$ cat src/rtl/pipe_ctrl_if.sv
// rtl/pipe_ctrl_if.sv - Decode-side inputs and staged control outputs of pipe_ctrl.
// The fwd_*_e selects exist only when CTRL_FORWARD_EN is defined.
interface pipe_ctrl_if #(
  parameter int RF_ADDR_W = 5
);
  logic [31:0]          instr_d;
  logic                 valid_d;
  logic                 br_taken_e;
  logic [3:0]           aluop_e;
  logic                 sel_a_e;
  logic                 sel_b_e;
  logic [2:0]           br_type_e;
  logic                 jump_e;
  logic                 rd_en_m;
  logic                 wr_en_m;
  logic [2:0]           mem_mode_m;
  logic [2:0]           csr_op_m;
  logic                 csr_en_m;
  logic                 rf_en_w;
  logic [1:0]           wb_sel_w;
  logic [RF_ADDR_W-1:0] rd_w;
  logic                 stall_f;
  logic                 stall_d;
  logic                 flush_d;
  logic                 flush_e;
  logic                 illegal_d;
`ifdef CTRL_FORWARD_EN
  logic [1:0]           fwd_a_e;
  logic [1:0]           fwd_b_e;
`endif

  modport master (
    output instr_d, valid_d, br_taken_e,
    input  aluop_e, sel_a_e, sel_b_e, br_type_e, jump_e,
    input  rd_en_m, wr_en_m, mem_mode_m, csr_op_m, csr_en_m,
    input  rf_en_w, wb_sel_w, rd_w,
`ifdef CTRL_FORWARD_EN
    input  fwd_a_e, fwd_b_e,
`endif
    input  stall_f, stall_d, flush_d, flush_e, illegal_d
  );

  modport slave (
    input  instr_d, valid_d, br_taken_e,
    output aluop_e, sel_a_e, sel_b_e, br_type_e, jump_e,
    output rd_en_m, wr_en_m, mem_mode_m, csr_op_m, csr_en_m,
    output rf_en_w, wb_sel_w, rd_w,
`ifdef CTRL_FORWARD_EN
    output fwd_a_e, fwd_b_e,
`endif
    output stall_f, stall_d, flush_d, flush_e, illegal_d
  );
endinterface

$ cat src/rtl/pipe_ctrl.sv
// rtl/pipe_ctrl.sv - RV32I+CSR control: decode, E/M/W control registers, hazard/flush logic.
// CTRL_FORWARD_EN adds forwarding selects; without it every RAW hazard on E/M stalls.
module pipe_ctrl #(
  parameter int         RF_ADDR_W = 5,
  parameter logic [2:0] NB_CODE   = 3'b010
) (
  input  logic       clk,
  input  logic       rst_n,
  pipe_ctrl_if.slave bus
);
  localparam logic [6:0] OP_R      = 7'h33;
  localparam logic [6:0] OP_I      = 7'h13;
  localparam logic [6:0] OP_LOAD   = 7'h03;
  localparam logic [6:0] OP_JALR   = 7'h67;
  localparam logic [6:0] OP_STORE  = 7'h23;
  localparam logic [6:0] OP_BRANCH = 7'h63;
  localparam logic [6:0] OP_LUI    = 7'h37;
  localparam logic [6:0] OP_AUIPC  = 7'h17;
  localparam logic [6:0] OP_JAL    = 7'h6F;
  localparam logic [6:0] OP_SYSTEM = 7'h73;

  logic [6:0]           opcode;
  logic [2:0]           funct3;
  logic                 f7b5;
  logic [RF_ADDR_W-1:0] rd_d, rs1_d, rs2_d;
  logic                 unused_instr;

  assign opcode       = bus.instr_d[6:0];
  assign funct3       = bus.instr_d[14:12];
  assign f7b5         = bus.instr_d[30];
  assign rd_d         = RF_ADDR_W'(bus.instr_d[11:7]);
  assign rs1_d        = RF_ADDR_W'(bus.instr_d[19:15]);
  assign rs2_d        = RF_ADDR_W'(bus.instr_d[24:20]);
  assign unused_instr = ^{bus.instr_d[31], bus.instr_d[29:25]};

  logic [3:0]           d_aluop;
  logic                 d_sel_a, d_sel_b, d_jump, d_rd_en, d_wr_en, d_csr_en, d_writes;
  logic [2:0]           d_br_type, d_mem_mode, d_csr_op;
  logic [1:0]           d_wb_sel;
  logic                 use_rs1, use_rs2, d_rf_en, legal;
  logic [RF_ADDR_W-1:0] d_rd;

  always_comb begin
    d_aluop    = 4'h0;
    d_sel_a    = 1'b0;
    d_sel_b    = 1'b0;
    d_br_type  = NB_CODE;
    d_jump     = 1'b0;
    d_rd_en    = 1'b0;
    d_wr_en    = 1'b0;
    d_mem_mode = 3'b000;
    d_csr_op   = 3'b000;
    d_csr_en   = 1'b0;
    d_writes   = 1'b0;
    d_wb_sel   = 2'd0;
    use_rs1    = 1'b0;
    use_rs2    = 1'b0;
    if (bus.valid_d) begin
      case (opcode)
        OP_R: begin
          d_aluop  = {f7b5, funct3};
          d_writes = 1'b1;
          use_rs1  = 1'b1;
          use_rs2  = 1'b1;
        end
        OP_I: begin
          // only the shifts (funct3 = 001/101) carry funct7[5]; other immediates reuse that bit
          d_aluop  = (funct3[1:0] == 2'b01) ? {f7b5, funct3} : {1'b0, funct3};
          d_sel_b  = 1'b1;
          d_writes = 1'b1;
          use_rs1  = 1'b1;
        end
        OP_LOAD: begin
          d_sel_b    = 1'b1;
          d_rd_en    = 1'b1;
          d_mem_mode = funct3;
          d_writes   = 1'b1;
          d_wb_sel   = 2'd1;
          use_rs1    = 1'b1;
        end
        OP_JALR: begin
          d_sel_b  = 1'b1;
          d_jump   = 1'b1;
          d_writes = 1'b1;
          d_wb_sel = 2'd2;
          use_rs1  = 1'b1;
        end
        OP_STORE: begin
          d_sel_b    = 1'b1;
          d_wr_en    = 1'b1;
          d_mem_mode = funct3;
          use_rs1    = 1'b1;
          use_rs2    = 1'b1;
        end
        OP_BRANCH: begin
          d_sel_a   = 1'b1;
          d_sel_b   = 1'b1;
          d_br_type = funct3;
          use_rs1   = 1'b1;
          use_rs2   = 1'b1;
        end
        OP_LUI: begin
          d_aluop  = 4'b1111;
          d_sel_b  = 1'b1;
          d_writes = 1'b1;
        end
        OP_AUIPC: begin
          d_sel_a  = 1'b1;
          d_sel_b  = 1'b1;
          d_writes = 1'b1;
        end
        OP_JAL: begin
          d_sel_a  = 1'b1;
          d_sel_b  = 1'b1;
          d_jump   = 1'b1;
          d_writes = 1'b1;
          d_wb_sel = 2'd2;
        end
        OP_SYSTEM: begin
          // ECALL/EBREAK (funct3 = 0) have no pipeline effect here and decode as bubbles
          if (funct3 != 3'b000) begin
            d_csr_en = 1'b1;
            d_csr_op = funct3;
            d_writes = 1'b1;
            d_wb_sel = 2'd3;
            use_rs1  = ~funct3[2];
          end
        end
        default: ;
      endcase
    end
  end

  assign d_rf_en = d_writes & (rd_d != '0);
  assign d_rd    = d_writes ? rd_d : '0;
  assign legal   = opcode inside {OP_R, OP_I, OP_LOAD, OP_JALR, OP_STORE,
                                  OP_BRANCH, OP_LUI, OP_AUIPC, OP_JAL, OP_SYSTEM};

  logic [3:0]           e_aluop;
  logic                 e_sel_a, e_sel_b, e_jump, e_rd_en, e_wr_en, e_csr_en, e_rf_en;
  logic [2:0]           e_br_type, e_mem_mode, e_csr_op;
  logic [1:0]           e_wb_sel;
  logic [RF_ADDR_W-1:0] e_rd;
  logic                 m_rd_en, m_wr_en, m_csr_en, m_rf_en;
  logic [2:0]           m_mem_mode, m_csr_op;
  logic [1:0]           m_wb_sel;
  logic [RF_ADDR_W-1:0] m_rd;
  logic                 w_rf_en;
  logic [1:0]           w_wb_sel;
  logic [RF_ADDR_W-1:0] w_rd;

  logic ctrl_hz, load_use, data_hz, hit_e;

  assign hit_e    = (e_rd != '0) && ((use_rs1 && rs1_d == e_rd) || (use_rs2 && rs2_d == e_rd));
  assign ctrl_hz  = (bus.br_taken_e && e_br_type != NB_CODE) || e_jump;
  assign load_use = e_rd_en && hit_e;

`ifdef CTRL_FORWARD_EN
  logic [RF_ADDR_W-1:0] e_rs1, e_rs2;
  logic [1:0]           fwd_a, fwd_b;

  assign data_hz = load_use;

  always_comb begin
    fwd_a = 2'd0;
    fwd_b = 2'd0;
    if (m_rf_en && m_rd != '0 && m_rd == e_rs1)      fwd_a = 2'd1;
    else if (w_rf_en && w_rd != '0 && w_rd == e_rs1) fwd_a = 2'd2;
    if (m_rf_en && m_rd != '0 && m_rd == e_rs2)      fwd_b = 2'd1;
    else if (w_rf_en && w_rd != '0 && w_rd == e_rs2) fwd_b = 2'd2;
  end

  assign bus.fwd_a_e = fwd_a;
  assign bus.fwd_b_e = fwd_b;

  always_ff @(posedge clk or negedge rst_n) begin
    if (!rst_n) begin
      e_rs1 <= '0;
      e_rs2 <= '0;
    end else begin
      e_rs1 <= (bus.flush_e || !use_rs1) ? '0 : rs1_d;
      e_rs2 <= (bus.flush_e || !use_rs2) ? '0 : rs2_d;
    end
  end
`else
  logic hit_m;

  // write-first register file: a producer that has reached W needs no stall
  assign hit_m   = (m_rd != '0) && ((use_rs1 && rs1_d == m_rd) || (use_rs2 && rs2_d == m_rd));
  assign data_hz = load_use || (e_rf_en && hit_e) || (m_rf_en && hit_m);
`endif

  assign bus.stall_f   = data_hz && !ctrl_hz;
  assign bus.stall_d   = data_hz && !ctrl_hz;
  assign bus.flush_d   = ctrl_hz;
  assign bus.flush_e   = ctrl_hz || data_hz;
  assign bus.illegal_d = bus.valid_d && !legal;

  always_ff @(posedge clk or negedge rst_n) begin
    if (!rst_n) begin
      e_aluop    <= 4'h0;
      e_sel_a    <= 1'b0;
      e_sel_b    <= 1'b0;
      e_br_type  <= NB_CODE;
      e_jump     <= 1'b0;
      e_rd_en    <= 1'b0;
      e_wr_en    <= 1'b0;
      e_mem_mode <= 3'b000;
      e_csr_op   <= 3'b000;
      e_csr_en   <= 1'b0;
      e_rf_en    <= 1'b0;
      e_wb_sel   <= 2'd0;
      e_rd       <= '0;
      m_rd_en    <= 1'b0;
      m_wr_en    <= 1'b0;
      m_mem_mode <= 3'b000;
      m_csr_op   <= 3'b000;
      m_csr_en   <= 1'b0;
      m_rf_en    <= 1'b0;
      m_wb_sel   <= 2'd0;
      m_rd       <= '0;
      w_rf_en    <= 1'b0;
      w_wb_sel   <= 2'd0;
      w_rd       <= '0;
    end else begin
      if (bus.flush_e) begin
        e_aluop    <= 4'h0;
        e_sel_a    <= 1'b0;
        e_sel_b    <= 1'b0;
        e_br_type  <= NB_CODE;
        e_jump     <= 1'b0;
        e_rd_en    <= 1'b0;
        e_wr_en    <= 1'b0;
        e_mem_mode <= 3'b000;
        e_csr_op   <= 3'b000;
        e_csr_en   <= 1'b0;
        e_rf_en    <= 1'b0;
        e_wb_sel   <= 2'd0;
        e_rd       <= '0;
      end else begin
        e_aluop    <= d_aluop;
        e_sel_a    <= d_sel_a;
        e_sel_b    <= d_sel_b;
        e_br_type  <= d_br_type;
        e_jump     <= d_jump;
        e_rd_en    <= d_rd_en;
        e_wr_en    <= d_wr_en;
        e_mem_mode <= d_mem_mode;
        e_csr_op   <= d_csr_op;
        e_csr_en   <= d_csr_en;
        e_rf_en    <= d_rf_en;
        e_wb_sel   <= d_wb_sel;
        e_rd       <= d_rd;
      end
      m_rd_en    <= e_rd_en;
      m_wr_en    <= e_wr_en;
      m_mem_mode <= e_mem_mode;
      m_csr_op   <= e_csr_op;
      m_csr_en   <= e_csr_en;
      m_rf_en    <= e_rf_en;
      m_wb_sel   <= e_wb_sel;
      m_rd       <= e_rd;
      w_rf_en    <= m_rf_en;
      w_wb_sel   <= m_wb_sel;
      w_rd       <= m_rd;
    end
  end

  assign bus.aluop_e    = e_aluop;
  assign bus.sel_a_e    = e_sel_a;
  assign bus.sel_b_e    = e_sel_b;
  assign bus.br_type_e  = e_br_type;
  assign bus.jump_e     = e_jump;
  assign bus.rd_en_m    = m_rd_en;
  assign bus.wr_en_m    = m_wr_en;
  assign bus.mem_mode_m = m_mem_mode;
  assign bus.csr_op_m   = m_csr_op;
  assign bus.csr_en_m   = m_csr_en;
  assign bus.rf_en_w    = w_rf_en;
  assign bus.wb_sel_w   = w_wb_sel;
  assign bus.rd_w       = w_rd;
endmodule

$ cat src/flat_wrapper.sv
// flat-port wrapper written by rule: the top's interface ports become plain ports
module pipe_ctrl_flat 
#(
  parameter int         RF_ADDR_W = 5,
  parameter logic [2:0] NB_CODE   = 3'b010
)
  (clk, rst_n, bus_instr_d, bus_valid_d, bus_br_taken_e, bus_aluop_e, bus_sel_a_e, bus_sel_b_e, bus_br_type_e, bus_jump_e, bus_rd_en_m, bus_wr_en_m, bus_mem_mode_m, bus_csr_op_m, bus_csr_en_m, bus_rf_en_w, bus_wb_sel_w, bus_rd_w, bus_stall_f, bus_stall_d, bus_flush_d, bus_flush_e, bus_illegal_d);
  pipe_ctrl_if #(.RF_ADDR_W(RF_ADDR_W)) bus_i ();
  input  logic clk;
  input  logic rst_n;
  input wire logic [$bits(bus_i.instr_d)-1:0] bus_instr_d;
  input wire logic [$bits(bus_i.valid_d)-1:0] bus_valid_d;
  input wire logic [$bits(bus_i.br_taken_e)-1:0] bus_br_taken_e;
  output wire logic [$bits(bus_i.aluop_e)-1:0] bus_aluop_e;
  output wire logic [$bits(bus_i.sel_a_e)-1:0] bus_sel_a_e;
  output wire logic [$bits(bus_i.sel_b_e)-1:0] bus_sel_b_e;
  output wire logic [$bits(bus_i.br_type_e)-1:0] bus_br_type_e;
  output wire logic [$bits(bus_i.jump_e)-1:0] bus_jump_e;
  output wire logic [$bits(bus_i.rd_en_m)-1:0] bus_rd_en_m;
  output wire logic [$bits(bus_i.wr_en_m)-1:0] bus_wr_en_m;
  output wire logic [$bits(bus_i.mem_mode_m)-1:0] bus_mem_mode_m;
  output wire logic [$bits(bus_i.csr_op_m)-1:0] bus_csr_op_m;
  output wire logic [$bits(bus_i.csr_en_m)-1:0] bus_csr_en_m;
  output wire logic [$bits(bus_i.rf_en_w)-1:0] bus_rf_en_w;
  output wire logic [$bits(bus_i.wb_sel_w)-1:0] bus_wb_sel_w;
  output wire logic [$bits(bus_i.rd_w)-1:0] bus_rd_w;
  output wire logic [$bits(bus_i.stall_f)-1:0] bus_stall_f;
  output wire logic [$bits(bus_i.stall_d)-1:0] bus_stall_d;
  output wire logic [$bits(bus_i.flush_d)-1:0] bus_flush_d;
  output wire logic [$bits(bus_i.flush_e)-1:0] bus_flush_e;
  output wire logic [$bits(bus_i.illegal_d)-1:0] bus_illegal_d;
  assign bus_i.instr_d = bus_instr_d;
  assign bus_i.valid_d = bus_valid_d;
  assign bus_i.br_taken_e = bus_br_taken_e;
  assign bus_aluop_e = bus_i.aluop_e;
  assign bus_sel_a_e = bus_i.sel_a_e;
  assign bus_sel_b_e = bus_i.sel_b_e;
  assign bus_br_type_e = bus_i.br_type_e;
  assign bus_jump_e = bus_i.jump_e;
  assign bus_rd_en_m = bus_i.rd_en_m;
  assign bus_wr_en_m = bus_i.wr_en_m;
  assign bus_mem_mode_m = bus_i.mem_mode_m;
  assign bus_csr_op_m = bus_i.csr_op_m;
  assign bus_csr_en_m = bus_i.csr_en_m;
  assign bus_rf_en_w = bus_i.rf_en_w;
  assign bus_wb_sel_w = bus_i.wb_sel_w;
  assign bus_rd_w = bus_i.rd_w;
  assign bus_stall_f = bus_i.stall_f;
  assign bus_stall_d = bus_i.stall_d;
  assign bus_flush_d = bus_i.flush_d;
  assign bus_flush_e = bus_i.flush_e;
  assign bus_illegal_d = bus_i.illegal_d;
  pipe_ctrl #(.RF_ADDR_W(RF_ADDR_W), .NB_CODE(NB_CODE)) u_core (.clk(clk), .rst_n(rst_n), .bus(bus_i));
endmodule
$ cat config.mk
export PLATFORM = sky130hd
export DESIGN_NAME = pipe_ctrl_flat
export DESIGN_NICKNAME = d
export VERILOG_FILES = /design/src/rtl/pipe_ctrl_if.sv /design/src/rtl/pipe_ctrl.sv /design/src/flat_wrapper.sv
export SDC_FILE = /design/constraint.sdc
export NUM_CORES = 1
export LEC_CHECK = 0
export CAP_MARGIN = 20
export CELL_PAD_IN_SITES_DETAIL_PLACEMENT = 0
export CELL_PAD_IN_SITES_GLOBAL_PLACEMENT = 1
export CORE_MARGIN = 3
export CORE_UTILIZATION = 35
export DETAILED_ROUTE_END_ITERATION = 8
export GPL_ROUTABILITY_DRIVEN = 0
export GPL_TIMING_DRIVEN = 0
export HOLD_SLACK_MARGIN = 0.03
export PLACE_DENSITY_LB_ADDON = 0.08
export SETUP_SLACK_MARGIN = 0.4
export SLEW_MARGIN = 25
export SYNTH_ARGS = -nofsm -noshare
export SYNTH_HDL_FRONTEND = slang
export SYNTH_SLANG_ARGS = --single-unit
$ cat constraint.sdc
create_clock -name clk -period 2.3 [get_ports clk]
set_input_delay 0.23 -clock clk [delete_from_list [all_inputs] [get_ports clk]]
set_output_delay 0.23 -clock clk [all_outputs]
set_load 0.1 [all_outputs]
; After elaboration in Yosys (flattened, before gate mapping)
; Cells that the tools add are included.
[word_totals]
register_bits = 52
inputBits = 36
[op_classes]
eq_ne = 16
muxes = 47
bitwise = 2
n_reduce_logical = 32
[op_table]
columns = operator, n
row1 = two-way mux 3 bit, 10
row2 = == test 7 bit (second input constant), 4
row3 = two-way mux 1 bit, 25
row4 = == test 7 x 6 -> 1 bit (second input constant), 3
row5 = == test 5 bit, 4
row6 = nonzero test 5 bit, 3
row7 = == test 7 x 5 -> 1 bit (second input constant), 2
row8 = logical AND 1 bit, 12
row9 = two-way mux 4 bit, 3
row10 = case mux 4 bit (3 select lines), 1
row11 = two-way mux 5 bit, 2
row12 = nonzero test 10 bit, 1
row13 = OR reduction 8 bit, 1
row14 = == test 7 x 2 -> 1 bit (second input constant), 1
row15 = OR reduction 7 bit, 1
row16 = logical OR 1 bit, 6
row17 = two-way mux 2 bit, 3
row18 = case mux 2 bit (3 select lines), 1
row19 = OR reduction 3 bit, 2
row20 = OR reduction 6 bit, 1
row21 = case mux 1 bit (2 select lines), 2
row22 = OR reduction 2 bit, 2
row23 = != test 3 x 2 -> 1 bit (second input constant), 1
row24 = nonzero test 3 bit, 1
row25 = 4 further kinds, 5

; Logic depth before layout (Yosys ltp)
[depth]
ltp_word = 12
ltp_mapped = 9

; Worst setup path before layout
; No wires, ideal clock.
[synth_path]
path_type = register to output
startpoint = register u_core.e_br_type[1] (netlist: u_core.bus.br_type_e[1])
endpoint = output port bus_stall_f
arrival_ps = 3776
required_ps = 2070
path_slack_ps = -1706
path_stages_with_launch = 7
n_path_buf = 1
cell_sequence = dfstp_2 or3b_2 a21oi_1 inv_1 nor2_1 and2_1 buf_4
[synth_via]
elab_chain_len = 5
[synth_rtl]
columns = item, line_no
row1 = start: declaration, pipe_ctrl.sv:141  ; logic [2:0] e_br_type, e_mem_mode, e_csr_op;
row2 = start signal: assignment, pipe_ctrl.sv:244  ; e_br_type <= d_br_type;
row3 = != test 3 x 2 -> 1 bit, pipe_ctrl.sv:155  ; assign ctrl_hz = (bus.br_taken_e && e_br_type != NB_CODE) || e_jump;
row4 = logical AND 1 bit, pipe_ctrl.sv:155
row5 = logical OR 1 bit, pipe_ctrl.sv:155
row6 = net bus_flush_d, flat_wrapper.sv:29  ; output wire logic [$bits(bus_i.flush_d)-1:0] bus_flush_d;
row7 = zero test 1 bit, n/a
row8 = logical AND 1 bit, n/a
row9 = end: declaration, flat_wrapper.sv:27  ; output wire logic [$bits(bus_i.stall_f)-1:0] bus_stall_f;
; The timed path passes the listed nets, and every way through them passes these cells.

; Worst setup path after layout
[layout_path]
startpoint = register u_core.m_rd[2]
endpoint = output port bus_stall_f
[layout_via]
elab_chain_len = 7
elab_cells_between_ends = 10
[layout_rtl]
columns = item, line_no
row1 = start: declaration, pipe_ctrl.sv:147  ; logic [RF_ADDR_W-1:0] m_rd;
row2 = start signal: assignment, pipe_ctrl.sv:262  ; m_rd <= e_rd;
row3 = == test 5 bit, pipe_ctrl.sv:189  ; assign hit_m = (m_rd != '0) && ((use_rs1 && rs1_d == m_rd) || (use_rs2 && rs2_d == m_rd));
row4 = logical AND 1 bit, pipe_ctrl.sv:189
row5 = logical OR 1 bit, pipe_ctrl.sv:189
row6 = logical AND 1 bit *, pipe_ctrl.sv:189
row7 = logical AND 1 bit *, pipe_ctrl.sv:190  ; assign data_hz = load_use || (e_rf_en && hit_e) || (m_rf_en && hit_m);
row8 = logical OR 1 bit *, pipe_ctrl.sv:190
row9 = logical AND 1 bit *, pipe_ctrl.sv:193  ; assign bus.stall_f = data_hz && !ctrl_hz;
; Every way passes the cells marked *; elsewhere a longest branch is shown, timed or not.

==> results <==
-- synthesized netlist by cell type, drive strengths merged, types with 3 or more instances --
master / count / area [um^2]
inv: 4 / 15.0
xor2: 10 / 87.6
or4: 5 / 37.5
buf: 3 / 16.3
clkbuf: 5 / 18.8
nor4: 8 / 50.1
nor3: 14 / 70.1
or2: 3 / 18.8
xnor2: 10 / 87.6
nand3: 11 / 55.1
dfrtp: 51 / 1280
a31oi: 3 / 18.8
o21ai: 7 / 38.8
nand2: 14 / 52.6
nor2: 23 / 86.3
-- cells in the final DEF (no fill, tap or decap), types with 3 or more instances in the layout --
cell / n
sky130_fd_sc_hd__o21ai_2: 3
sky130_fd_sc_hd__nor3_4: 6
sky130_fd_sc_hd__clkbuf_8: 6
sky130_fd_sc_hd__o21ai_0: 3
sky130_fd_sc_hd__inv_1: 3
sky130_fd_sc_hd__nor2_4: 5
sky130_fd_sc_hd__a31oi_1: 3
sky130_fd_sc_hd__xor2_1: 10
sky130_fd_sc_hd__nand3_1: 11
sky130_fd_sc_hd__dfrtp_1: 49
sky130_fd_sc_hd__or2_4: 3
sky130_fd_sc_hd__nor2_2: 5
sky130_fd_sc_hd__or4_4: 3
sky130_fd_sc_hd__nor3_1: 6
sky130_fd_sc_hd__clkdlybuf4s50_1: 24
sky130_fd_sc_hd__buf_12: 6
sky130_fd_sc_hd__buf_6: 9
sky130_fd_sc_hd__dlygate4sd2_1: 26
sky130_fd_sc_hd__xnor2_1: 10
sky130_fd_sc_hd__nor4_4: 7
sky130_fd_sc_hd__buf_4: 16
sky130_fd_sc_hd__nor2_1: 13
sky130_fd_sc_hd__nand2_1: 12
-- repair_timing --
action,in CTS,in global routing
setup endpoints to repair,56,32
hold buffers,1,0
resized for setup,129,29
pin swaps,27,11
setup buffers,16,7
cloned,2,0
endpoints found under the hold margin,51,0
-- sequential cells by signal, summed over array words and instances, names as in the netlist, 2 cells and up --
register,cells
u_core.bus.csr_op_m,3
u_core.bus.rd_w,5
u_core.bus.mem_mode_m,3
u_core.e_csr_op,3
u_core.m_rd,5
u_core.bus.wb_sel_w,2
u_core.bus.br_type_e,3
u_core.e_rd,5
u_core.bus.aluop_e,4
u_core.e_mem_mode,3
u_core.m_wb_sel,2
u_core.e_wb_sel,2
-- final timing paths --
kind,startpoint,end,slack [ns],depth (start not counted)
worst max-delay path,u_core.m_rd[2],bus_stall_f,-0.38,9
worst min-delay path,bus_instr_d[6],u_core.e_rd[3],0.33,4
worst max register to register,u_core.m_rd[2],u_core.bus.br_type_e[1],-0.04,8
worst min register to register,u_core.e_wb_sel[1],u_core.m_wb_sel[1],0.36,0
max in group asynchronous,rst_n,u_core.bus.br_type_e[2],1.37,2
min in group asynchronous,rst_n,u_core.bus.rd_w[0],0.48,2
-- cells by family after synthesis --
kind of cell	count (synthesis)
compound gates	23
buf+inv	12
simple gates	86
flops	52
mux	1
xor+xnor	20
-- through the flow --
stage	hold WS [ns]	TNS [ns]	std cells	setup WS [ns]
detailed placement	0.292	-6.62	325	-1.47
finish	0.331	-1.15	359	-0.383
CTS	0.325	-0.881	352	-0.355
global placement	0.334	-29.01	325	-1.44
floorplan	-0.0656	-3.68	194	-0.737
global route	0.359	-2.26	359	-0.460
-- routing by layer --
| metal | vias to the layer above | track usage, % |
|---|---|---|
| met3 | 8 | 3.55 |
| met2 | 53 | 25.8 |
| met1 | 841 | 20.1 |
| met4 | 0 | 5.56 |
| li1 | 864 | - |
| met5 | - | 0 |
-- final cells by class --
class / count / area (um^2) / area share (%)
Buffer: 8 / 97.6 / 2.71
Clock buffer: 5 / 68.8 / 1.91
Clock inverter: 3 / 27.5 / 0.764
Inverter: 4 / 18.8 / 0.521
Multi-Input combinational cell: 130 / 1130 / 31.5
Sequential cell: 52 / 1310 / 36.3
Tap cell: 72 / 90.1 / 2.50
Timing Repair Buffer: 85 / 857 / 23.8
-- critical path, cell delays in order (launching register included) --
cell                      delay, ns
sky130_fd_sc_hd__dfrtp_1       0.43
sky130_fd_sc_hd__or4_4         0.51
sky130_fd_sc_hd__o21ai_4       0.18
sky130_fd_sc_hd__buf_4         0.13
sky130_fd_sc_hd__o22a_1        0.23
sky130_fd_sc_hd__o21ai_2       0.10
sky130_fd_sc_hd__buf_6         0.14
sky130_fd_sc_hd__and2_4        0.15
sky130_fd_sc_hd__buf_12        0.12
sky130_fd_sc_hd__buf_12        0.15
-- power groups by stage --
stage          clock (uW)  combinational (uW)  sequential, uW
2_1_floorplan           0                82.9             965
3_3_place_gp            0                 208             942
3_5_place_dp            0                 207             942
4_1_cts               546                 238             924
5_1_grt               594                 263             925
6_report              531                 244             924
==> results.txt <==
----------------------------------------------------
[Final layout]
  Fraction of final layout cells sized beyond drive strength 1 ... 35.2%
  Layout Nets ... 322
  Antenna cells ... 0
  Count of fill cells added during filler insertion ... 488
  Final cell area excluding filler cells ... 0.00360 mm^2
  Area delta synth->final ... 68.8%
  Post-layout util ... 63.1%

[Pwr]
  Switching Fraction ... 26.8%
  Clock network fraction of total power ... about 31%
  Max VDD drop ... approximately 0.28 mV
  Total power after layout ... approximately 1700 uW
  Switching power ... ~460 uW
  Power share of the sequential group ... between 50% and 60%
  Proportion of power drawn by combinational gates ... ~14%
  Power per Cell Area ... 472 mW/mm^2
  Leak Pwr ... 0.00164 uW
  Internal power of the cells ... 1240 uW

[Floorplanning]
  Standard-cell row count ... 27
  Area of the core ... 0.00571 mm^2
  Chip width ... ~84 um
  Die outline area ... 0.00707 mm^2
  Starting Density ... 37.4%
  Vertical extent of the die ... 84.1 um
  IO Count ... a little under 70

[Placement]
  I/O Buffers ... 59
  DP HPWL ... about 3700 um
  Placed cell areas ... 0.00292 mm^2

[Global route]
  Initial antenna violation count ... 0
  Overall overflow remaining after global route ... 0
  Overall global routing resource usage ... 15.6%
  Maximum number of pins on one net before global-route repair ... 53
  First-pass GRT wire length ... 8640 um
  Number of global-route vias before repair ... 1727

[CTS]
  Number of buffers created by CTS ... 5
  H-tree level count ... 2
  Clock buffer depth ... 2
  Clock tree from TritonCTS ... done
  Clock tree sinks ... 52
  Clk_lat worst skew ... 0.30 ns
  Clock slew at reported path FFs ... 0.09 ns
  Cell chosen for the clock root ... sky130_fd_sc_hd__clkbuf_8

[Yosys]
  Primary FF master, synth ... sky130_fd_sc_hd__dfrtp_1
  Post-synth EDFFs ... 0
  Synth Net Count ... 230
  Area share of fa/ha/maj cells after synthesis ... 0%
  Simple-Gate Fraction of Synth Area ... 20.3%
  Asr flop ratio synth ... 100%
  Count of cell types in the netlist ... 38
  Synthesized area divided by synthesized cell count ... 11.0 um^2
  Synthesized-area fraction occupied by ao, oa, aoi and oai cells ... ~7.6%
  Share of cell area taken by muxes after synthesis ... 0.528%
  Synth Instances ... 194
  Netlist area before placement ... roughly 0.0021 mm^2
  Count of state elements after synthesis ... 52
  Synthesized-area fraction occupied by xor and xnor cells ... 8.21%
  Synth warnings ... 0
  Sequential share of the synthesized area ... approximately three fifths
  Dominant combinational cell family by area after synthesis ... simple AND/OR/NAND/NOR gates

[Worst setup path]
  Data required time at the worst endpoint ... 2.07 ns
  Top fanout value on the critical path ... 4
  Setup crit start kind ... register
  Category of the worst setup path capture point ... output port
  Critical setup path kind ... reg2out
  CP Data Arrival Time ... about 2.5 ns

[Run status]
  Status ... finished, violations left
  Violated checks ... setup timing

[STA]
  Worst Tran Pin Value ... between 0.9 and 1 ns
  Slew Viols, Final ... 0
  Min setup slack post-route ... -0.383 ns
  Hold Violations, Final ... 0
  Post-route fraction of the period consumed by the critical path ... 117%
  Max_slew headroom ... 36.0%
  Number of setup violations in the final report ... 12
  Unrepaired setup endpoints after global routing ... true
  Tmin final ... 2.68 ns
  Achievable Freq ... 373 MHz
  Worst setup skew after layout ... roughly 0.0051 ns

[Route]
  Average wire length per cell after detail routing ... 14.9 um
  Violation count after the first detailed-routing iteration ... 76
  Length of routed wiring on met1 ... 2210 um
  Post-route antenna net violation count ... 0
  Uppermost layer routed ... met4
  Count of unresolved DRC violations after routing ... 0
  Routed length on met3 ... 276 um
  Vias per Instance ... 4.92
  Length of the first detailed-routing pass in iterations ... 4
  Via count ... about 1800
  Routed length on met2 ... 2750 um
  Post-detailed-routing wire length ... 5330 um

[Hold path]
  Class of the most critical hold timing path ... in2reg

[Run]
  Max-cap check violation count ... 0

----------------------------------------------------
Power figures use the tool's default switching activity.
